<file path="src/rtl/rc4_pkg.sv">
// Shared definitions for the RC4 keystream controller: FSM states, S-box sizing
// and the key-length clamp.
package rc4_pkg;

    typedef enum logic [2:0] {
        ST_IDLE,
        ST_INIT,
        ST_KSA_A,
        ST_KSA_B,
        ST_PRGA_A,
        ST_PRGA_B,
        ST_PRGA_C,
        ST_OUT
    } rc4_state_e;

    localparam int INIT_CYCLES = 128;
    localparam int SBOX_SIZE   = 256;
    localparam int KEY_LEN_W   = 5;

    // A zero or oversize length means "use the full key".
    function automatic logic [KEY_LEN_W-1:0] clamp_key_len(input logic [KEY_LEN_W-1:0] len,
                                                           input int max_len);
        if (len == '0 || int'(len) > max_len) return KEY_LEN_W'(max_len);
        return len;
    endfunction

endpackage

</file>
<file path="src/rtl/rc4_ks_packer.sv">
// Packs keystream bytes into an output word, lane by lane, and holds the word
// under a valid/ready handshake.
module rc4_ks_packer
    import rc4_pkg::*;
#(
    parameter int NUMS_OF_BYTES = 4,
    localparam int BW = (NUMS_OF_BYTES > 1) ? $clog2(NUMS_OF_BYTES) : 1
)(
    input  logic                       clk,
    input  logic                       rst_n,
    input  logic                       clr,
    input  logic                       capture,
    input  logic                       ks_ready,
    input  logic [NUMS_OF_BYTES*8-1:0] k_data,
    output logic [BW-1:0]              bidx,
    output logic                       last,
    output logic                       ks_valid,
    output logic [NUMS_OF_BYTES*8-1:0] ks_data
);

    assign last = (bidx == BW'(NUMS_OF_BYTES - 1));

    always_ff @(posedge clk or negedge rst_n) begin
        if (!rst_n) begin
            bidx     <= '0;
            ks_valid <= 1'b0;
            ks_data  <= '0;
        end else if (clr) begin
            bidx     <= '0;
            ks_valid <= 1'b0;
        end else if (ks_valid && ks_ready) begin
            bidx     <= '0;
            ks_valid <= 1'b0;
        end else if (capture) begin
            ks_data[bidx*8 +: 8] <= k_data[bidx*8 +: 8];
            if (last) ks_valid <= 1'b1;
            else      bidx     <= bidx + 1'b1;
        end
    end

endmodule

</file>
<file path="src/rtl/rc4_ctrl.sv">
// RC4 key schedule and keystream generator driving an external 256-byte state RAM.
// State | meaning: IDLE wait start | INIT S[n]=n | KSA_A/B key mix | PRGA_A/B/C byte gen | OUT word held.
module rc4_ctrl
    import rc4_pkg::*;
#(
    parameter int NUMS_OF_BYTES = 4,
    parameter int KEY_BYTES     = 16
)(
    input  logic                       clk,
    input  logic                       rst_n,
    input  logic                       start,
    input  logic                       stop,
    input  logic [KEY_BYTES*8-1:0]     key,
    input  logic [4:0]                 key_len,
    output logic                       busy,
    output logic [NUMS_OF_BYTES*8-1:0] ks_data,
    output logic                       ks_valid,
    input  logic                       ks_ready,
    output logic                       wen,
    output logic [7:0]                 raddr_1,
    output logic [7:0]                 waddr_2,
    output logic [7:0]                 addr_3,
    output logic [7:0]                 wdata_2,
    output logic [7:0]                 wdata_3,
    output logic [NUMS_OF_BYTES*8-1:0] k_addr,
    input  logic [7:0]                 rdata_1,
    input  logic [7:0]                 rdata_3,
    input  logic [NUMS_OF_BYTES*8-1:0] k_data
);

    localparam int BW = (NUMS_OF_BYTES > 1) ? $clog2(NUMS_OF_BYTES) : 1;

    rc4_state_e           state, state_nxt;
    logic [7:0]           i, j, si, t;
    logic [4:0]           kidx, klen;
    logic [KEY_BYTES*8-1:0] key_q;
    logic [BW-1:0]        bidx;
    logic                 last;
    logic                 accept;

    assign accept = (state == ST_IDLE) && start && !stop;
    assign busy   = (state != ST_IDLE);

    always_ff @(posedge clk or negedge rst_n) begin
        if (!rst_n) state <= ST_IDLE;
        else        state <= state_nxt;
    end

    always_comb begin
        state_nxt = state;
        if (stop) begin
            state_nxt = ST_IDLE;
        end else begin
            case (state)
                ST_IDLE:   if (start) state_nxt = ST_INIT;
                ST_INIT:   if (i == 8'(INIT_CYCLES - 1)) state_nxt = ST_KSA_A;
                ST_KSA_A:  state_nxt = ST_KSA_B;
                ST_KSA_B:  state_nxt = (i == 8'(SBOX_SIZE - 1)) ? ST_PRGA_A : ST_KSA_A;
                ST_PRGA_A: state_nxt = ST_PRGA_B;
                ST_PRGA_B: state_nxt = ST_PRGA_C;
                ST_PRGA_C: state_nxt = last ? ST_OUT : ST_PRGA_A;
                ST_OUT:    if (ks_ready) state_nxt = ST_PRGA_A;
                default:   state_nxt = ST_IDLE;
            endcase
        end
    end

    always_ff @(posedge clk or negedge rst_n) begin
        if (!rst_n) begin
            i     <= '0;
            j     <= '0;
            si    <= '0;
            t     <= '0;
            kidx  <= '0;
            klen  <= '0;
            key_q <= '0;
        end else if (stop) begin
            i    <= '0;
            j    <= '0;
            kidx <= '0;
        end else begin
            case (state)
                ST_IDLE: if (start) begin
                    key_q <= key;
                    klen  <= clamp_key_len(key_len, KEY_BYTES);
                    i     <= '0;
                    j     <= '0;
                    kidx  <= '0;
                end
                // i doubles as the INIT pair counter and ends back at 0.
                ST_INIT: i <= (i == 8'(INIT_CYCLES - 1)) ? 8'd0 : i + 8'd1;
                ST_KSA_A: begin
                    si <= rdata_1;
                    j  <= j + rdata_1 + key_q[kidx*8 +: 8];
                end
                ST_KSA_B: begin
                    kidx <= (kidx + 5'd1 >= klen) ? 5'd0 : kidx + 5'd1;
                    i    <= i + 8'd1;
                    if (i == 8'(SBOX_SIZE - 1)) j <= '0;
                end
                ST_PRGA_A: begin
                    i  <= i + 8'd1;
                    si <= rdata_1;
                    j  <= j + rdata_1;
                end
                ST_PRGA_B: t <= si + rdata_3;
                default: ;
            endcase
        end
    end

    always_comb begin
        wen     = 1'b0;
        raddr_1 = '0;
        waddr_2 = '0;
        addr_3  = '0;
        wdata_2 = '0;
        wdata_3 = '0;
        k_addr  = '0;
        case (state)
            ST_INIT: begin
                wen     = 1'b1;
                waddr_2 = {i[6:0], 1'b0};
                wdata_2 = {i[6:0], 1'b0};
                addr_3  = {i[6:0], 1'b1};
                wdata_3 = {i[6:0], 1'b1};
            end
            ST_KSA_A:  raddr_1 = i;
            ST_PRGA_A: raddr_1 = i + 8'd1;
            // S[j] is read through port 3 while it is overwritten with S[i].
            ST_KSA_B, ST_PRGA_B: begin
                wen     = 1'b1;
                addr_3  = j;
                wdata_3 = si;
                waddr_2 = i;
                wdata_2 = rdata_3;
            end
            ST_PRGA_C: k_addr[bidx*8 +: 8] = t;
            default: ;
        endcase
    end

    rc4_ks_packer #(.NUMS_OF_BYTES(NUMS_OF_BYTES)) u_packer (
        .clk      (clk),
        .rst_n    (rst_n),
        .clr      (stop || accept),
        .capture  (state == ST_PRGA_C),
        .ks_ready (ks_ready),
        .k_data   (k_data),
        .bidx     (bidx),
        .last     (last),
        .ks_valid (ks_valid),
        .ks_data  (ks_data)
    );

endmodule

</file>
<file path="config.mk">
export PLATFORM = sky130hd
export DESIGN_NAME = rc4_ctrl
export DESIGN_NICKNAME = d
export VERILOG_FILES = /design/src/rtl/rc4_pkg.sv /design/src/rtl/rc4_ks_packer.sv /design/src/rtl/rc4_ctrl.sv
export SDC_FILE = /design/constraint.sdc
export NUM_CORES = 1
export LEC_CHECK = 0
export CELL_PAD_IN_SITES_DETAIL_PLACEMENT = 0
export CELL_PAD_IN_SITES_GLOBAL_PLACEMENT = 1
export CORE_MARGIN = 8
export CORE_UTILIZATION = 25
export CTS_CLUSTER_DIAMETER = 100
export DETAILED_ROUTE_END_ITERATION = 10
export GPL_TIMING_DRIVEN = 0
export PLACE_DENSITY_LB_ADDON = 0.15
export SLEW_MARGIN = 0
export SYNTH_ARGS = -nofsm -noshare
export SYNTH_HDL_FRONTEND = slang
export SYNTH_SLANG_ARGS = --single-unit
</file>
<file path="constraint.sdc">
create_clock -name clk -period 3.6 [get_ports clk]
set_input_delay 0.72 -clock clk [delete_from_list [all_inputs] [get_ports clk]]
set_output_delay 0.72 -clock clk [all_outputs]
set_load 0.02 [all_outputs]
</file>
==> impl_results.md, run 1 <==
* CTS tree: done
* GR Layer Usage met3 at 0.0455
* Yosys warnings at 0
* Crit path arrival time at between 2 and 3 ns
* Gpl congestion at 0.770
* Row cnt at 78
* Global-route wire length before repair at 63,500 um
* # IOs at 293
* VDD IR-drop max at 316 uV
* Via Count at 8,881
* Largest area contributor in the netlist: dfrtp_1
* CP Launch Type: flip-flop
* Post-route cell area at 0.0164 sq mm
* Chip Height at 231 um
* Synth Area in XOR/XNOR at 0.0182
* Clk_skew at about 0.013 ns
* Nets at 1,539
* Critical path class: flip-flop to output pin
* Crit path capture type: output pin
* ANT nets after route at 0
* Die width at 231 um
* Reg2Reg Setup Slack at 0.14 ns
* Post-DP HPWL at 32,700 um
* # port buffers at 292
* Routed WL at 42,300 um
* Top cell type's share of synthesized area at 0.451
* TNS Setup at 0 ns
* Compound-Gate Fraction of Synth Area at 0.0983
* Cell leakage power at 7.04 nW
* DRC viols at 0
* Core Box Area at 0.0455 sq mm
* R2R depth at 12
* Final core utilization at 0.361
* Min Tclk post-route at 3.48 ns
* Reg-to-reg startpoint: kidx[0]$_DFFE_PN0P_
* R2r endpoint: j[7]$_DFFE_PN0P_
* Async SR Flop Fraction at 1.00
* Status: finished clean
* Maximum fanout along the worst path at 10
* Share of cells above drive strength 1 at 0.238
* Most frequent cells after synthesis: dfrtp_1, mux2_2, nand2_1
* Slew @ Worst Pin at about 1 ns
* Clk_lat worst skew at 0.56 ns
* Largest net degree at the start of global routing at 108
* Max Slew Vio Count at 0
* Routed length per placed instance at 21.8 um
* GR Util All Layers at 0.155
* Number of global-route vias before repair at 9,601
* Largest family of logic cells by synthesized area: multiplexers
* CTS Root Buffer Type: clkbuf_16
* HP Class: flip-flop to flip-flop
* Mapped Area at approximately 0.012 sq mm
* Worst EP required at 2.88 ns
* Post-synth EDFFs at 0
* #FFs+latches synth at approximately 210
* Hold WS at around 0.47 ns
* Main synth FF type: dfrtp_1
* Clk buf depth at 3
* Hold path cells at 2
* Initial core utilization at 0.254
* Final Hold Fails at 0
* Syn Nets at between 1,000 and 1,500
* Tcrit/Tclk final at 0.968
* Clock sinks at approximately 210
* TritonRoute pass-1 iters at 6
* GR peak layer: met2
* Max cap viols at 0
* Fmax at 287 MHz
* Pwr Density at 469 mW/mm^2
* Die area at 0.0533 sq mm
* Post-synthesis cell type count at 67
* Hold path endpoint: u_packer.ks_data[6]$_DFFE_PN0P_
* Register area share after synthesis at 0.451
* Most numerous cell in the Yosys netlist: dfrtp_1
* Slew HR at 0.325
* Synthesized area per cell at 11.8 sq um
* GR Layer Usage met2 at 0.250
* Mux contribution to synthesized area at 0.235
* Area growth syn-to-layout at 42.3%
* GRT met1 Usage at 0.206
* Clock Pin Slew Worst Setup and Hold Paths at 0.06 ns
* Synth top area cells: dfrtp_1, mux2_2, mux4_1, mux4_2, ha_1
* HP Start: u_packer.ks_data[6]$_DFFE_PN0P_
* DR iter-0 viols at 471
* H-tree level count at 1
* Vias/cell at 4.58
* Placed cell areas at 0.0153 sq mm
* CTS Buf Count at 27
* Post-Syn Instances at 975
* Simple-gate portion of the synthesized area at 0.120
* Gr ovfl total at 0
* Setup-failing EPs final at 0
* Synth Area in Adders at 0.0431
* Initial antenna violation count at 13
==> where the power goes <==
| group | internal [mW] | switching, mW |
|---|---|---|
| clock network | 1.74 | 1.08 |
| logic | 1.05 | 0.793 |
| registers | 2.80 | 0.262 |
==> cell usage in the layout (no fill, tap or decap), types with 19 or more instances in the layout <==
master / instances
nand2_1: 110
clkbuf_16: 29
dfrtp_1: 205
mux4_2: 27
dlygate4sd2_1: 39
and2_1: 37
clkdlybuf4s50_1: 236
mux2_2: 138
o21ai_0: 50
a22o_1: 19
nor2b_1: 19
nor2_1: 26
inv_1: 23
ha_1: 32
a21oi_1: 28
buf_2: 20
==> kinds of logic after synthesis <==
kind of cell | Yosys count
AOI/OAI and AO/OA | 173
xor gates and xnor gates | 24
adders and majority gates | 38
buffers and inverters | 78
DFF | 208
muxes | 189
and+or+nand+nor | 265
==> critical path, stage by stage, from the launching register on <==
cell             delay, ns
dfrtp_1               0.42
clkbuf_8              0.22
inv_1                 0.09
ha_2                  0.43
nand2_1               0.11
nor4b_4               0.29
buf_4                 0.21
and2_1                0.13
clkdlybuf4s15_1       0.32
==> area by class of cell <==
cell class | count | area [sq um]
clock inverter | 9 | 135
inverter | 24 | 93.8
clock buffer | 39 | 791
antenna | 5 | 12.5
fill | 4576 | 29100
buffer | 54 | 367
multi-input combinational | 689 | 5990
tap | 600 | 751
sequential | 208 | 5210
timing repair buffer | 311 | 3080
==> sequential cells by signal, indices dropped and copies added (netlist names) <==
name	flops
kidx	5
state	3
key_q	128
u_packer.ks_data	32
u_packer.ks_valid	1
u_packer.bidx	2
t	8
klen	5
si	8
j	8
i	8
==> layer usage <==
metal | vias up | routed length [um]
met5 | - | 106
met1 | 4364 | 19300
met4 | 16 | 715
li1 | 4219 | -
met2 | 228 | 19500
met3 | 54 | 2760
==> stage by stage <==
stage | std cells | power (mW) | setup slack [ns]
floorplan | 975 | 4.19 | 0.212
global placement | 1867 | 4.92 | -8.01
detailed placement | 1869 | 4.95 | -0.676
CTS | 1926 | 7.86 | 0.00101
global route | 1934 | 8.18 | -0.00286
finish | 1939 | 7.71 | 0.115
==> timing repair <==
item / CTS / global route
pin swaps: 4 / 4
hold buffers: 1 / 0
endpoints found under the setup margin: 67 / 38
setup buffers: 8 / 6
gates cloned: 0 / 2
gates resized for setup: 90 / 54
endpoints found under the hold margin: 6 / 0
==> how the worst max path moves through the flow <==
stage	startpoint	end	slack, ns	depth (start not counted)
floorplan	rdata_1[0]	j[7]$_DFFE_PN0P_	0.21	14
global route	kidx[0]$_DFFE_PN0P_	j[5]$_DFFE_PN0P_	-0.003	14
finish	u_packer.bidx[1]$_DFFE_PN0P_	k_addr[13]	0.12	8
CTS	rdata_1[0]	j[7]$_DFFE_PN0P_	0.001	15
global placement	rst_n	key_q[26]$_DFFE_PN0P_	-8.01	1
detailed placement	rdata_1[0]	j[7]$_DFFE_PN0P_	-0.68	15
(Power assumes the default switching activity.)
==> inputs of run 2 (changes only) <==
- CTS_CLUSTER_DIAMETER: 100 -> 120
==> results of run 2 <==
No change in the layout: final DEF, timing and power equal those of run 1.
==> inputs of run 3 (changes only) <==
- clock period: 3.6 -> 4.15 ns (I/O delays scaled with it)
==> impl_results.md, run 3 (same netlist as run 1, synthesis figures left out) <==
* Area growth syn-to-layout at 40.9%
* CTS Root Buffer Type: clkbuf_16
* # port buffers at around 300
* RSZ-0062 raised after global routing: true
* Multi-input gate area in the final layout at 0.00596 sq mm
* Gr ovfl total at 0
* CTS tree: done
* Vias/cell at about 4.6
* Via Count at between 8,000 and 9,000
* Top Registers: key_q x128, u_packer.ks_data x32
* Post-DP HPWL at roughly 33,000 um
* Max reg flops at 128
* Setup WS post-layout at roughly 0.053 ns
* Clk_skew at 0.0118 ns
* TritonRoute pass-1 iters at 5
* Cell family with most CP delay: buffers and inverters
* Register area at about 0.0052 sq mm
* Crit path capture type: output pin
* Largest stage delay, worst path at 0.74 ns
* Clk buf depth at 3
* Die area at 0.0533 sq mm
* Pwr Density at 409 mW/mm^2
* Clk_lat worst skew at 0.56 ns
* CP Launch Type: flip-flop
* Critical path, cell by cell: buf_2 -> nor2_1 -> nand2_1 -> o21ai_0 -> clkdlybuf4s50_1
* Final Hold Fails at 0
* Buffer and inverter count on the worst path at 2
* Initial core utilization at 0.254
* Place WS at -0.236 ns
* Routed WL at 41,800 um
* Min Tclk post-route at 4.10 ns
* Filler cells at 4,585
* GR Util All Layers at 0.155
* H-tree level count at 1
* Clock Pin Slew Worst Setup and Hold Paths at 0.06 ns
* Clock sinks at 208
* Fmax at 244 MHz
* Reg2Reg Setup Slack at between 0.3 and 0.4 ns
* Maximum fanout along the worst path at 10
* HP Class: input port to asynchronous set/reset pin
* Max Slew Vio Count at 0
* Tcrit/Tclk final at 0.987
* Number of global-route vias before repair at roughly 9,600
* Worst path depth at 5
* ANT nets after route at 0
* Gpl congestion at 0.770
* VDD IR-drop max at 273 uV
* Biggest register: key_q
* TNS Setup at 0 ns
* Nets at 1,524
* Slew HR at 0.343
* Pwr Total at about 6.7 mW
* DR iter-0 viols at around 500
* Initial antenna violation count at 13
* Share of cells above drive strength 1 at 0.204
* CTS Buf Count at 27
* Max cap viols at 0
* Most frequent cells in the layout: clkdlybuf4s50_1, dfrtp_1, mux2_2
* Final core utilization at 0.358
* Slowest CP cell: clkdlybuf4s50_1
* Dpl cells at 1,869
* Cell leakage power at around 6.7 nW
* Row cnt at 78
* Global-route wire length before repair at approximately 63,000 um
* Layout Cells excl Fill at 1,924
* CTS Hold Bufs at 0
* Worst EP required at 3.32 ns
* Core Box Area at roughly 0.045 sq mm
* Largest net degree at the start of global routing at 108
* Slew @ Worst Pin at approximately 1 ns
* # IOs at between 200 and 300
* Critical path class: flip-flop to output pin
* Setup-failing EPs final at 0
* Chip Height at about 230 um
* R2R depth at 15
* Routed length per placed instance at 21.7 um
* Die width at 231 um
* Crit path arrival time at approximately 3.3 ns
* Commonest non-fill, non-tap cell in the layout: clkdlybuf4s50_1
* Status: finished clean
* DRC viols at 0
run 3: cell types whose count changed in the layout (fill, tap and decap cells not counted), sizes merged:
cell | before | now
dlygate4sd2 | 39 | 0
clkbuf | 71 | 59
clkdlybuf4s15 | 6 | 0
clkinvlp | 1 | 0
clkdlybuf4s50 | 236 | 291
dlymetal6s2s | 4 | 0
inv | 24 | 25
dlygate4sd3 | 1 | 0
buf | 47 | 39
run 3: power breakdown:
group,total (mW),internal (mW),switching (mW)
Clock,2.44,1.50,0.932
Combinational,1.57,0.893,0.679
Sequential,2.65,2.43,0.222
Total,6.66,4.83,1.83
run 3: timing repair:
item / CTS / global route
pin swaps: 1 / 0
resized for setup: 10 / 9
setup endpoints to repair: 38 / 24
buffers inserted: 3 / 0
hold endpoints to repair: 0 / 0
run 3: layout make-up:
type                    count  share of cell area
plain buffers              53              0.0194
flip-flops and latches    208               0.320
well taps                 600              0.0461
repair buffers            297               0.185
inverters                  24             0.00554
clock buffers              39              0.0486
diodes                      5            0.000769
multi-input cells         689               0.367
clock inverters             9             0.00831
run 3: routing by layer:
metal	track usage	up-vias	share of wire
met5	0	-	0.0023
met4	0.0281	16	0.015
met3	0.0456	52	0.067
met2	0.249	234	0.46
met1	0.206	4327	0.46
li1	-	4198	-
run 3: worst reg2reg max path, cell delays in order (launching register included):
cell and delay (ns):
dfrtp_1 0.39, buf_6 0.21, buf_8 0.18, mux4_1 0.66, mux4_2 0.52, nor2b_4 0.15, ha_1 0.21, inv_1 0.07
fa_1 0.20, nor2b_1 0.06, o21ai_0 0.21, a21boi_0 0.16, o21ai_0 0.25, a21oi_1 0.10, nand3b_1 0.17, a31oi_1 0.14
run 3: final timing paths:
| path | end | start |
|---|---|---|
| worst max-delay path | raddr_1[7] | state[1]$_DFFE_PN0P_ |
| worst min-delay path | u_packer.ks_data[29]$_DFFE_PN0P_ | rst_n |
| worst max register to register | j[6]$_DFFE_PN0P_ | kidx[0]$_DFFE_PN0P_ |
| worst min register to register | u_packer.ks_data[6]$_DFFE_PN0P_ | u_packer.ks_data[6]$_DFFE_PN0P_ |
| max in group asynchronous | key_q[27]$_DFFE_PN0P_ | rst_n |
| min in group clk | u_packer.ks_data[6]$_DFFE_PN0P_ | u_packer.ks_data[6]$_DFFE_PN0P_ |
run 3: through the flow:
stage | instance area, sq um | hold WS (ns)
CTS | 16300 | 0.0168
floorplan | 11500 | 0.450
global placement | 15200 | 0.465
detailed placement | 15300 | 0.471
global route | 16300 | 0.0272
finish | 16300 | 0.0594
